==> config.mk <==
export PLATFORM = sky130hd
export DESIGN_NAME = disco_dma
export DESIGN_NICKNAME = d
export VERILOG_FILES = /design/src/rtl/disco_pkg.sv /design/src/rtl/disco_dma_counter.sv /design/src/rtl/disco_dma.sv
export SDC_FILE = /design/constraint.sdc
export NUM_CORES = 1
export LEC_CHECK = 0
export CORE_UTILIZATION = 30
export CTS_BUF_LIST = sky130_fd_sc_hd__clkbuf_8 sky130_fd_sc_hd__clkbuf_16
export DETAILED_ROUTE_END_ITERATION = 7
export PLACE_DENSITY = 0.54
export SYNTH_ARGS = -nofsm -noshare
export SYNTH_HDL_FRONTEND = slang
export SYNTH_SLANG_ARGS = --single-unit
==> constraint.sdc <==
create_clock -name clk -period 2.73 [get_ports clk]
set_input_delay 0.546 -clock clk [delete_from_list [all_inputs] [get_ports clk]]
set_output_delay 0.546 -clock clk [all_outputs]
set_load 0.005 [all_outputs]
==> src/rtl/disco_pkg.sv <==
// Shared constants for the disk/memory block-transfer engine.
// Holds the FSM state encoding, transfer direction codes and default widths.
package disco_pkg;

  localparam int DEF_DATA_WIDTH      = 16;
  localparam int DEF_DISK_ADDR_WIDTH = 15;
  localparam int DEF_MEM_ADDR_WIDTH  = 10;
  localparam int DEF_LEN_WIDTH       = 16;

  localparam logic DIR_LOAD  = 1'b0;
  localparam logic DIR_STORE = 1'b1;

  typedef enum logic [1:0] {
    S_IDLE  = 2'd0,
    S_LOAD  = 2'd1,
    S_STORE = 2'd2,
    S_FIN   = 2'd3
  } state_e;

endpackage

==> src/rtl/disco_dma_counter.sv <==
// Loadable address/remaining-length counter; address wraps modulo 2^AW.
// Latency: load/step take effect at the next edge. No backpressure: steps whenever en=1.
module disco_dma_counter
  import disco_pkg::*;
#(
  parameter int AW = DEF_DISK_ADDR_WIDTH,
  parameter int LW = DEF_LEN_WIDTH
) (
  input  logic          clk,
  input  logic          rst_n,
  input  logic          load_i,
  input  logic [AW-1:0] base_i,
  input  logic [LW-1:0] len_i,
  input  logic          en_i,
  output logic [AW-1:0] addr_o,
  output logic          last_o
);

  logic [AW-1:0] addr_q;
  logic [LW-1:0] rem_q;

  always_ff @(posedge clk or negedge rst_n) begin
    if (!rst_n) begin
      addr_q <= '0;
      rem_q  <= '0;
    end else if (load_i) begin
      addr_q <= base_i;
      rem_q  <= len_i;
    end else if (en_i) begin
      addr_q <= addr_q + AW'(1);
      rem_q  <= rem_q - LW'(1);
    end
  end

  assign addr_o = addr_q;
  assign last_o = (rem_q == LW'(1));

endmodule

==> src/rtl/disco_dma.sv <==
// Disk<->memory block copier: LOAD one word/cycle, STORE pipelined behind the 1-cycle memory read.
// Latency: done 1 cycle after the last write. No backpressure. Option: DISCO_DMA_CHECKSUM_EN adds csum.
module disco_dma
  import disco_pkg::*;
#(
  parameter int DATA_WIDTH      = DEF_DATA_WIDTH,
  parameter int DISK_ADDR_WIDTH = DEF_DISK_ADDR_WIDTH,
  parameter int MEM_ADDR_WIDTH  = DEF_MEM_ADDR_WIDTH,
  parameter int LEN_WIDTH       = DEF_LEN_WIDTH
) (
  input  logic                       clk,
  input  logic                       rst_n,
  input  logic                       start,
  input  logic                       dir,
  input  logic [DISK_ADDR_WIDTH-1:0] disk_base,
  input  logic [MEM_ADDR_WIDTH-1:0]  mem_base,
  input  logic [LEN_WIDTH-1:0]       len,
  output logic                       busy,
  output logic                       done,
  output logic [DISK_ADDR_WIDTH-1:0] disk_addr,
  output logic [DATA_WIDTH-1:0]      disk_data,
  output logic                       disk_tr,
  input  logic [DATA_WIDTH-1:0]      disk_q,
  output logic [MEM_ADDR_WIDTH-1:0]  mem_addr,
  output logic [DATA_WIDTH-1:0]      mem_data,
  output logic                       mem_we,
  input  logic [DATA_WIDTH-1:0]      mem_q
`ifdef DISCO_DMA_CHECKSUM_EN
  ,
  output logic [DATA_WIDTH-1:0]      csum
`endif
);

  state_e state_q, state_d;
  logic   mem_we_q, mem_we_d;
  logic   disk_tr_q, disk_tr_d;
  logic   rd_act_q, rd_act_d;
  logic   accept, mem_en, disk_en, mem_last, disk_last;

  assign accept  = (state_q == S_IDLE) && start;
  // STORE: memory side steps while reads issue, disk side steps one cycle later on each write.
  assign mem_en  = mem_we_q | rd_act_q;
  assign disk_en = mem_we_q | disk_tr_q;

  disco_dma_counter #(.AW(DISK_ADDR_WIDTH), .LW(LEN_WIDTH)) u_disk_cnt (
    .clk    (clk),
    .rst_n  (rst_n),
    .load_i (accept),
    .base_i (disk_base),
    .len_i  (len),
    .en_i   (disk_en),
    .addr_o (disk_addr),
    .last_o (disk_last)
  );

  disco_dma_counter #(.AW(MEM_ADDR_WIDTH), .LW(LEN_WIDTH)) u_mem_cnt (
    .clk    (clk),
    .rst_n  (rst_n),
    .load_i (accept),
    .base_i (mem_base),
    .len_i  (len),
    .en_i   (mem_en),
    .addr_o (mem_addr),
    .last_o (mem_last)
  );

  always_comb begin
    state_d   = state_q;
    mem_we_d  = mem_we_q;
    disk_tr_d = 1'b0;
    rd_act_d  = rd_act_q;
    case (state_q)
      S_IDLE: begin
        if (start) begin
          if (len == '0) begin
            state_d = S_FIN;
          end else if (dir == DIR_STORE) begin
            state_d  = S_STORE;
            rd_act_d = 1'b1;
          end else begin
            state_d  = S_LOAD;
            mem_we_d = (dir == DIR_LOAD);
          end
        end
      end
      S_LOAD: begin
        if (mem_last) begin
          mem_we_d = 1'b0;
          state_d  = S_FIN;
        end
      end
      S_STORE: begin
        disk_tr_d = rd_act_q;
        if (rd_act_q && mem_last) rd_act_d = 1'b0;
        if (disk_tr_q && disk_last) state_d = S_FIN;
      end
      default: state_d = S_IDLE;
    endcase
  end

  always_ff @(posedge clk or negedge rst_n) begin
    if (!rst_n) begin
      state_q   <= S_IDLE;
      mem_we_q  <= 1'b0;
      disk_tr_q <= 1'b0;
      rd_act_q  <= 1'b0;
    end else begin
      state_q   <= state_d;
      mem_we_q  <= mem_we_d;
      disk_tr_q <= disk_tr_d;
      rd_act_q  <= rd_act_d;
    end
  end

  assign busy      = (state_q == S_LOAD) || (state_q == S_STORE);
  assign done      = (state_q == S_FIN);
  assign mem_we    = mem_we_q;
  assign disk_tr   = disk_tr_q;
  assign mem_data  = disk_q;
  assign disk_data = mem_q;

`ifdef DISCO_DMA_CHECKSUM_EN
  logic [DATA_WIDTH-1:0] csum_q;

  always_ff @(posedge clk or negedge rst_n) begin
    if (!rst_n) begin
      csum_q <= '0;
    end else if (accept) begin
      csum_q <= '0;
    end else if (mem_we_q) begin
      csum_q <= csum_q + disk_q;
    end else if (disk_tr_q) begin
      csum_q <= csum_q + mem_q;
    end
  end

  assign csum = csum_q;
`endif

endmodule
==> flow_summary.ini <==
[place]
io_buffers = 73
dpl_cell_area_sq_um = 4247
pre_cts_ws_ns = 0.2971
dp.cells = 569
dp_hpwl_mm = 6.299
place_congestion = 0.8090

[run_status]
failed_checks = DRC
status = complete, but fails checks

[final_layout]
multi_input_area_sq_um = 1707
diodes = 0
final.fill_count = 1191
finish.utilization = 0.3961
area_growth_pct = 27.22
fin_nets = 524
final_layout_size_suffix_gt1_frac = 0.06787
ff_latch_area_sq_um = 1551
stdcell_count = 585
stdcell_area_sq_um = 4562

[global_route]
grt_pass1_vias = 2921
antenna_found_initial = 0
grtUsageTotal = 0.1464
gr-usage-met1 = 0.1870
grt_pass1_wl_mm = 14.37
grt-ovfl-total = 0
grtUsageMet3 = 0.04137
grt-busiest-layer = met2
grt_max_degree = 73
grt_use_met2 = 0.2313

[timing]
min_period_ns = 2.255
setup-tns-final_ns = 0
worst_pin_slew_ns = 0.6428
hold_ws_ns = 0.2473
fin_skew_ns = 0.009320
fmax_mhz = 443.4
fin_crit_sh = 0.8262
hold_viol = 0
rsz0062_at_grt = no
relSlewSlack = 0.5714
drv_slew = 0
finalSetupViolCount = 0
layout_setup_ws_ns = 0.4745

[pwr]
power_switching_mw = 1.764
p_int_mw = 3.275
finalPower_mw = 5.039
power_leakage_nw = 1.743
ir_drop_mv = 0.4700
switching_share = 0.3501
pwr_density_cell_nw_per_um2 = 1105
seqPwrFrac = 0.363
combPwrFrac = 0.397
p_clk_frac = 0.239

[synth]
syn_inst = 395
yosysMostFrequentCell = nor2_1
synth_area_per_cell_sq_um = 9.078
async_flop_share = 1.000
synth_ff_type = dfrtp_1
synth_fa_ha_area_frac = 0.03489
syn_nets = 482
synth_area_leader_cell = dfrtp_1
synthDistinctLibCells = 38
synth_compound_area_frac = 0.1124
yosys_warnings = 0
synthMuxAreaShare = 0.01500
synth.top_cells.by_count = 64 x nor2_1, 62 x dfrtp_1, 53 x a21oi_1, 33 x xnor2_1, 32 x buf_4
synth_top_family_by_area = simple AND/OR/NAND/NOR gates
synth_area_leaders = dfrtp_1 43%, xnor2_1 8.1%, a21oi_1 7.4%, buf_4 6.7%, nor2_1 6.7%
synth_xor_area_frac = 0.1246
ys_ff_latch = 62
synth_edf_count = 0
ys_seq_area_frac = 0.4327
yosysTopAreaCellShare = 0.4327
synth_simple_gate_area_share = 0.1884
synth.cell_area_sq_um = 3586

[clock_tree]
postCtsHoldBufs = 0
clkSinkCount = 62
cts-root-buf = clkbuf_16
post_cts_resized = 0
cts_buffer_depth = 2
cts_buffers = 9
cts_tree = yes
h-tree-depth = 3
post_cts_buffers = 0
cts.clk_slew.worst_paths_ns = 0.05
insertion_delay_ns = 0.32

[routing]
drt_iter0_drc = 157
num_vias = 2854
viasPerCell = 4.879
drtPass1Iterations = 6
wl_mm = 8.566
drcViolationCount = 28
wl_per_cell_microns = 14.64
final_antenna_net_count = 0

[die]
floorplan.initialDensity = 0.3114
die_h_microns = 111.3
design.die.area_sq_um = 12390
io-pin-count = 138
std_cell_rows = 39
die_w_microns = 111.3
coreArea_sq_um = 11520

[critical_path]
r2r.worst_path.cells = 5
cp_top_family = simple AND/OR/NAND/NOR gates
cp-end-kind = register
crit_fanout = 5
crit_arrival_ns = 2.46
cp_num_buf_inv = 0
critPathKind = reg -> reg
required_ns = 2.93
startpoint_type = register
cp_slowest_cell = or4_4
cp_num_cells = 5
cp_cell_sequence = or3_1 > or4_4 > nor4_4 > o221ai_2 > mux2_1
slowest_delay_ns = 0.50

[hold_path]
hold_path.class = in -> async

[run]
max_cap_violations = 0
[final timing paths]
kind | start | endpoint | slack [ns]
setup / recovery | u_disk_cnt.rem_q[7] | state_q[1] | 0.47
hold / removal | rst_n | u_disk_cnt.addr_o[11] | 0.25
setup reg to reg | u_disk_cnt.rem_q[7] | state_q[1] | 0.47
hold reg to reg | state_q[0] | state_q[0] | 0.57
max in group asynchronous | rst_n | u_disk_cnt.rem_q[0] | 1.71
min in group clk | state_q[0] | state_q[0] | 0.57
[sequential cells by signal (all words and copies together), names as in the netlist]
| name | count |
|---|---|
| u_disk_cnt.rem_q | 16 |
| u_mem_cnt.rem_q | 16 |
| u_disk_cnt.addr_o | 15 |
| u_mem_cnt.addr_o | 10 |
| state_q | 2 |
| disk_tr | 1 |
| mem_we | 1 |
| rd_act_q | 1 |
[layout make-up]
cell class / count / share of cell area
inverters: 9 / 0.007405
flip-flops and latches: 62 / 0.3401
multi-input cells: 277 / 0.3741
clock buffers: 9 / 0.04937
clock inverters: 7 / 0.01975
well taps: 143 / 0.03922
repair buffers: 78 / 0.1700
[worst register-to-register path, delay by kind of cell (launching register included)]
kind / cells / cell delay, ns
DFF: 1 / 0.39
and+or+nand+nor: 3 / 1.26
AOI/OAI and AO/OA: 1 / 0.15
muxes: 1 / 0.33
[kinds of logic after synthesis]
| group | count (synthesis) |
|---|---|
| AO/OA/AOI/OAI | 73 |
| XOR/XNOR | 51 |
| buffers and inverters | 56 |
| multiplexers | 5 |
| AND/OR/NAND/NOR | 138 |
| adder cells (fa/ha/maj) | 10 |
| flip-flops | 62 |
[layout by cell type, fill, tap and decap left out, types with 9 or more instances in the layout]
cell	instances
nand2_1	18
xor2_1	18
a21oi_1	53
xnor2_1	33
dfrtp_1	62
clkbuf_16	9
nor3_1	12
clkdlybuf4s50_1	72
inv_1	10
nor2_1	64
ha_1	10
[power by group through the flow]
| stage | sequential (mW) | combinational, mW | clock [mW] |
|---|---|---|---|
| after detailed placement | 1.85 | 2.02 | 0 |
| after CTS | 1.83 | 2.04 | 1.24 |
| after floorplan | 1.77 | 1.27 | 0 |
| final | 1.83 | 2.00 | 1.21 |
| after global routing | 1.91 | 2.25 | 1.28 |
| after global placement | 1.83 | 1.97 | 0 |
[layer usage]
layer / vias up / routed length (microns)
met4: 0 / 114
met2: 94 / 3955
met5: - / 0
met3: 13 / 608
met1: 1349 / 3888
li1: 1398 / -
(Power assumes the default switching activity.)
==> variant 1 (config.mk and constraints unchanged) <==
Add a define of `DISCO_DMA_CHECKSUM_EN`.
--- a/src/rtl/disco_dma.sv
+++ b/src/rtl/disco_dma.sv
@@ -1,5 +1,7 @@
 // Disk<->memory block copier: LOAD one word/cycle, STORE pipelined behind the 1-cycle memory read.
 // Latency: done 1 cycle after the last write. No backpressure. Option: DISCO_DMA_CHECKSUM_EN adds csum.
+`define DISCO_DMA_CHECKSUM_EN
+
 module disco_dma
   import disco_pkg::*;
 #(
Behaviour (old outputs only; new: csum): unchanged (equiv_simple and equiv_induct, registers matched by name and starting in step).
==> variant 1 against the unedited design <==
- the flow now finishes without violations
- synthesized area up 41%
- total power up 45%
- wire length grew 61%
- non-clock buffer count increased by 114
- sequential cell count is 16 higher
- synthesized cell count is 44% higher
- design area up 58%
- worst setup slack lost 0.38 ns
==> variant 1: results (changes against the unedited design) <==
Commonest cells post-synth dfrtp_1 (78), nand2_1 (64), nor2_1 (58); placer congestion estimate 0.824 (+1.9%); placed cell count 923 (+62%); placed cell areas 6820 sq um (+61%); first-pass GRT wire length 22.7 mm (+58%); M3 GR Usage 0.0288 (-0.0125); Worst EP arrival 2.90 ns (+0.44 ns); Worst Path Max Fanout 4 (-1); latest clock arrival within the worst-skew pair 0.34 ns (+0.02 ns); Leak 2.92 nW (+67%); Clock Skews 0.00817 ns (-0.00115 ns); DP Wirelength 10.7 mm (+69%); M1 GR Usage 0.207 (+0.0195); initial antenna violation count 0 (unchanged); post-synthesis cell type count 53 (+39%); I/O Buffers 153 (+110%); status completed; Worst-path clk slew 0.06 ns; fill count 1612 (+35%); crit path time final 2.64 ns (+0.384 ns); wire length per cell 14.6 um (-0.32%); largest net degree at the start of global routing 48 (-34%); TritonRoute pass-1 iters 4 (-2); post-synthesis sequential area ratio 0.385 (-0.0479); Vias 4525 (+59%); dpl ws -0.453 ns (-0.750 ns); total track usage 0.162 (+0.0151); number of global-route vias before repair 4573 (+57%); met2 Use GR 0.273 (+0.0421); worst IR drop on VDD 0.379 mV (-19%); Vias/cell 4.80 (-1.5%); Iter 0 DRT Violations 113 (-28%); nets 821 (+57%); layout cell share with drive strength beyond 1 0.122 (+0.0540); Slowest-stage cell, CP a2111o_1; Mean Syn Cell Area 8.90 sq um (-2.0%); Slew @ Worst Pin 0.542 ns (-0.101 ns); Inserted Diodes 0 (unchanged); clk root buf clkbuf_16; Synth area leaders dfrtp_1 (38%), xnor2_1 (6.6%), ha_1 (6.2%); async set-reset flop share out of synthesis 1.00 (unchanged); CP max stage delay 0.47 ns (-0.03 ns); Top Family by Delay on Critical Path compound AO/OA/AOI/OAI gates; Post-Syn Nets 673 (+40%); top_reg_cell synth dfrtp_1
==> variant 1: cell count changes after synthesis, sizes merged, moves of 6 or more <==
| cell | before | now |
|---|---|---|
| a21o | 0 | 7 |
| a22o | 0 | 6 |
| dfrtp | 62 | 78 |
| ha | 10 | 25 |
| mux2 | 3 | 16 |
| nand2 | 19 | 64 |
| nand3 | 3 | 13 |
| nor2 | 64 | 58 |
| o21a | 0 | 6 |
| o21ai | 8 | 38 |
| xor2 | 18 | 25 |
==> variant 1: worst reg2reg max path: stages (launching register included) <==
cell     delay [ns]
dfrtp_1        0.42
buf_6          0.14
mux2_4         0.30
ha_4           0.17
fa_2           0.33
a21o_1         0.18
a221o_1        0.37
a21bo_2        0.24
o21ai_2        0.13
xnor2_1        0.07
a22o_1         0.18
==> variant 1: final cells by class <==
class	count	area, sq um	share of cell area
Inverter	12	45.0	0.00623
Multi-Input combinational cell	425	2840	0.393
Clock inverter	6	57.6	0.00797
Tap cell	220	275	0.0381
Clock buffer	9	225	0.0312
Sequential cell	78	1950	0.270
Timing Repair Buffer	192	1830	0.253
==> variant 1: worst paths after layout <==
check,start,end,slack (ns),depth (start not counted)
setup / recovery,mem_q[1],csum[15],0.09,9
hold / removal,rst_n,u_disk_cnt.addr_o[3],0.18,1
setup reg to reg,mem_we,csum[12],0.10,10
hold reg to reg,csum[8],csum[8],0.54,1
max in group asynchronous,rst_n,csum[11],1.83,2
min in group clk,csum[8],csum[8],0.54,1
==> variant 1: report_power, final <==
| part | switching (mW) | total, mW | internal [mW] |
|---|---|---|---|
| clock network | 0.481 | 1.18 | 0.695 |
| registers | 0.576 | 2.32 | 1.74 |
| logic | 1.66 | 3.79 | 2.13 |
| total | 2.72 | 7.28 | 4.56 |
==> variant 1: cell families (layout without fill, tap and decap cells) <==
group	count (synthesis)	in the layout	share of synthesized area
multiplexers	18	18	0.0395
flip-flops	78	78	0.385
AND/OR/NAND/NOR	185	185	0.169
AO/OA/AOI/OAI	133	133	0.159
buffers and inverters	67	219	0.0733
adder cells (fa/ha/maj)	26	26	0.0656
XOR/XNOR	63	63	0.109
==> variant 1: timing repair <==
action | CTS | global route
setup endpoints to repair | 4 | 7
pin swaps | 6 | 6
hold endpoints to repair | 0 | 0
gates resized for setup | 10 | 7
setup buffers | 1 | 3
==> variant 1: layer usage <==
layer	part of all wire	routed length, um
met3	0.043	588
met1	0.45	6220
met4	0.012	171
met2	0.49	6770
met5	0	0
==> variant 2 (same flow settings) <==
Without the edit above. Register the inputs `start`, `dir`, `disk_base`, `mem_base` and `len` before use, without a reset. The logic sees them one clock later. The other inputs are not delayed to match.
--- a/src/rtl/disco_dma.sv
+++ b/src/rtl/disco_dma.sv
@@ -31,13 +31,27 @@
 `endif
 );
 
+  logic start_q;
+  logic dir_q;
+  logic [DISK_ADDR_WIDTH-1:0] disk_base_q;
+  logic [MEM_ADDR_WIDTH-1:0] mem_base_q;
+  logic [LEN_WIDTH-1:0] len_q;
+
+  always_ff @(posedge clk) begin
+    start_q     <= start;
+    dir_q       <= dir;
+    disk_base_q <= disk_base;
+    mem_base_q  <= mem_base;
+    len_q       <= len;
+  end
+
   state_e state_q, state_d;
   logic   mem_we_q, mem_we_d;
   logic   disk_tr_q, disk_tr_d;
   logic   rd_act_q, rd_act_d;
   logic   accept, mem_en, disk_en, mem_last, disk_last;
 
-  assign accept  = (state_q == S_IDLE) && start;
+  assign accept  = (state_q == S_IDLE) && start_q;
   // STORE: memory side steps while reads issue, disk side steps one cycle later on each write.
   assign mem_en  = mem_we_q | rd_act_q;
   assign disk_en = mem_we_q | disk_tr_q;
@@ -46,8 +60,8 @@
     .clk    (clk),
     .rst_n  (rst_n),
     .load_i (accept),
-    .base_i (disk_base),
-    .len_i  (len),
+    .base_i (disk_base_q),
+    .len_i  (len_q),
     .en_i   (disk_en),
     .addr_o (disk_addr),
     .last_o (disk_last)
@@ -57,8 +71,8 @@
     .clk    (clk),
     .rst_n  (rst_n),
     .load_i (accept),
-    .base_i (mem_base),
-    .len_i  (len),
+    .base_i (mem_base_q),
+    .len_i  (len_q),
     .en_i   (mem_en),
     .addr_o (mem_addr),
     .last_o (mem_last)
@@ -71,15 +85,15 @@
     rd_act_d  = rd_act_q;
     case (state_q)
       S_IDLE: begin
-        if (start) begin
-          if (len == '0) begin
+        if (start_q) begin
+          if (len_q == '0) begin
             state_d = S_FIN;
-          end else if (dir == DIR_STORE) begin
+          end else if (dir_q == DIR_STORE) begin
             state_d  = S_STORE;
             rd_act_d = 1'b1;
           end else begin
             state_d  = S_LOAD;
-            mem_we_d = (dir == DIR_LOAD);
+            mem_we_d = (dir_q == DIR_LOAD);
           end
         end
       end
Function: changed (a bounded check fails within 4 cycles, from zero or initial values and one cycle with rst_n low).
==> variant 2 against the unedited design <==
- sequential power grew 42%
- design area grew 21%
- total power grew 17%
- worst setup slack improved by 0.047 ns
- sequential cell count is 43 higher
- critical path type is now reg -> out
- non-clock buffer count is 1 lower
- synthesized area rose by 26%
- wire length increased by 13%
- largest cell class is now registers
- largest power group is now sequential cells
- core utilization down 1.9 points
==> variant 2: results (changes against the unedited design) <==
met2 Use GR 0.201 (-0.0307); final WL 9.69 mm (+13%); Metal-1 WL 4.56 mm (+17%); placed cell count 662 (+16%); worst min-delay path class in -> async; Synth area leaders dfrtp_1 (34%), dfxtp_1 (19%), a21oi_1 (6.3%); layout cell share with drive strength beyond 1 0.0587 (-0.00917); latest clock arrival within the worst-skew pair 0.35 ns (+0.03 ns); TritonRoute pass-1 iters 4 (-2); RR Endpoint state_q[0]; critical path endpoint busy; clk root buf clkbuf_16; Slowest-stage cell, CP clkdlybuf4s50_1; WL met3 609 um (+0.16%); DP Wirelength 6.85 mm (+8.8%); met2 WL post-DR 4.36 mm (+10%); async set-reset flop share out of synthesis 0.590 (-0.410); worst rel slew slack 0.564 (-0.00696); total track usage 0.129 (-0.0172); Post-Syn Nets 532 (+10%); placed cell areas 5240 sq um (+23%); Top Family by Delay on Critical Path buffers and inverters; flop2flop setup slack 0.64 ns (+0.17 ns); Vias/cell 4.54 (-6.9%); Leak 2.13 nW (+22%); WS Path Type reg -> out; status completed; M3 GR Usage 0.0438 (+0.00244); Syn Inst Count 445 (+13%); worst IR drop on VDD 0.446 mV (-5.2%); number of global-route vias before repair 3184 (+9.0%); Clock Skews 0.00942 ns (+0.0000976 ns); Worst EP arrival 1.66 ns (-0.80 ns); post-synthesis sequential area ratio 0.535 (+0.103); post-synthesis cell type count 46 (+21%); first-pass GRT wire length 15.7 mm (+9.0%); Critical path origin state_q[0]; initial antenna violation count 0 (unchanged); Commonest cells post-synth dfrtp_1 (62), nor2_1 (61), a21oi_1 (57); nets 576 (+9.9%); Worst-path clk slew 0.07 ns (+0.02 ns); M1 GR Usage 0.162 (-0.0249); Iter 0 DRT Violations 180 (+15%); post-CTS sizing 0 (unchanged); worst reg2reg startpoint u_mem_cnt.rem_q[1]; dpl ws 0.616 ns (+0.319 ns); smallest hold slack 0.218 ns (-0.0293 ns); placer congestion estimate 0.785 (-2.9%); Worst Path Max Fanout 4 (-1); largest net degree at the start of global routing 53 (-27%)
## variant 2: cell types whose count changed in the layout (fill, tap and decap cells not counted), sizes merged, moves of 3 or more
cell and delta:
nor2 -3, dfxtp +43, nand2 +5, nor3 -4, a21oi +4, nor4 +3, or3 -3, xnor2 -3
nand3 +4, xor2 +3
## variant 2: kinds of logic after synthesis
kind of cell               count (synthesis)  synth area share
muxes                                      4           0.00972
and+or+nand+nor                          150             0.172
buffers and inverters                     52            0.0700
adders and majority gates                 10            0.0278
AOI/OAI and AO/OA                         73            0.0866
xor gates and xnor gates                  51            0.0991
DFF                                      105             0.535
## variant 2: cell type report
type,instances,area (sq um)
clock buffer,9,225
clock inverter,7,41.3
fill,1443,9090
inverter,8,30.0
multi-input combinational,288,1780
sequential,105,2410
tap,184,230
timing repair buffer,77,781
## variant 2: power by group
group	total (mW)	internal, mW	switching, mW
clock	1.18	0.611	0.571
combinational	2.12	1.17	0.950
sequential	2.59	2.05	0.547
total	5.90	3.83	2.07
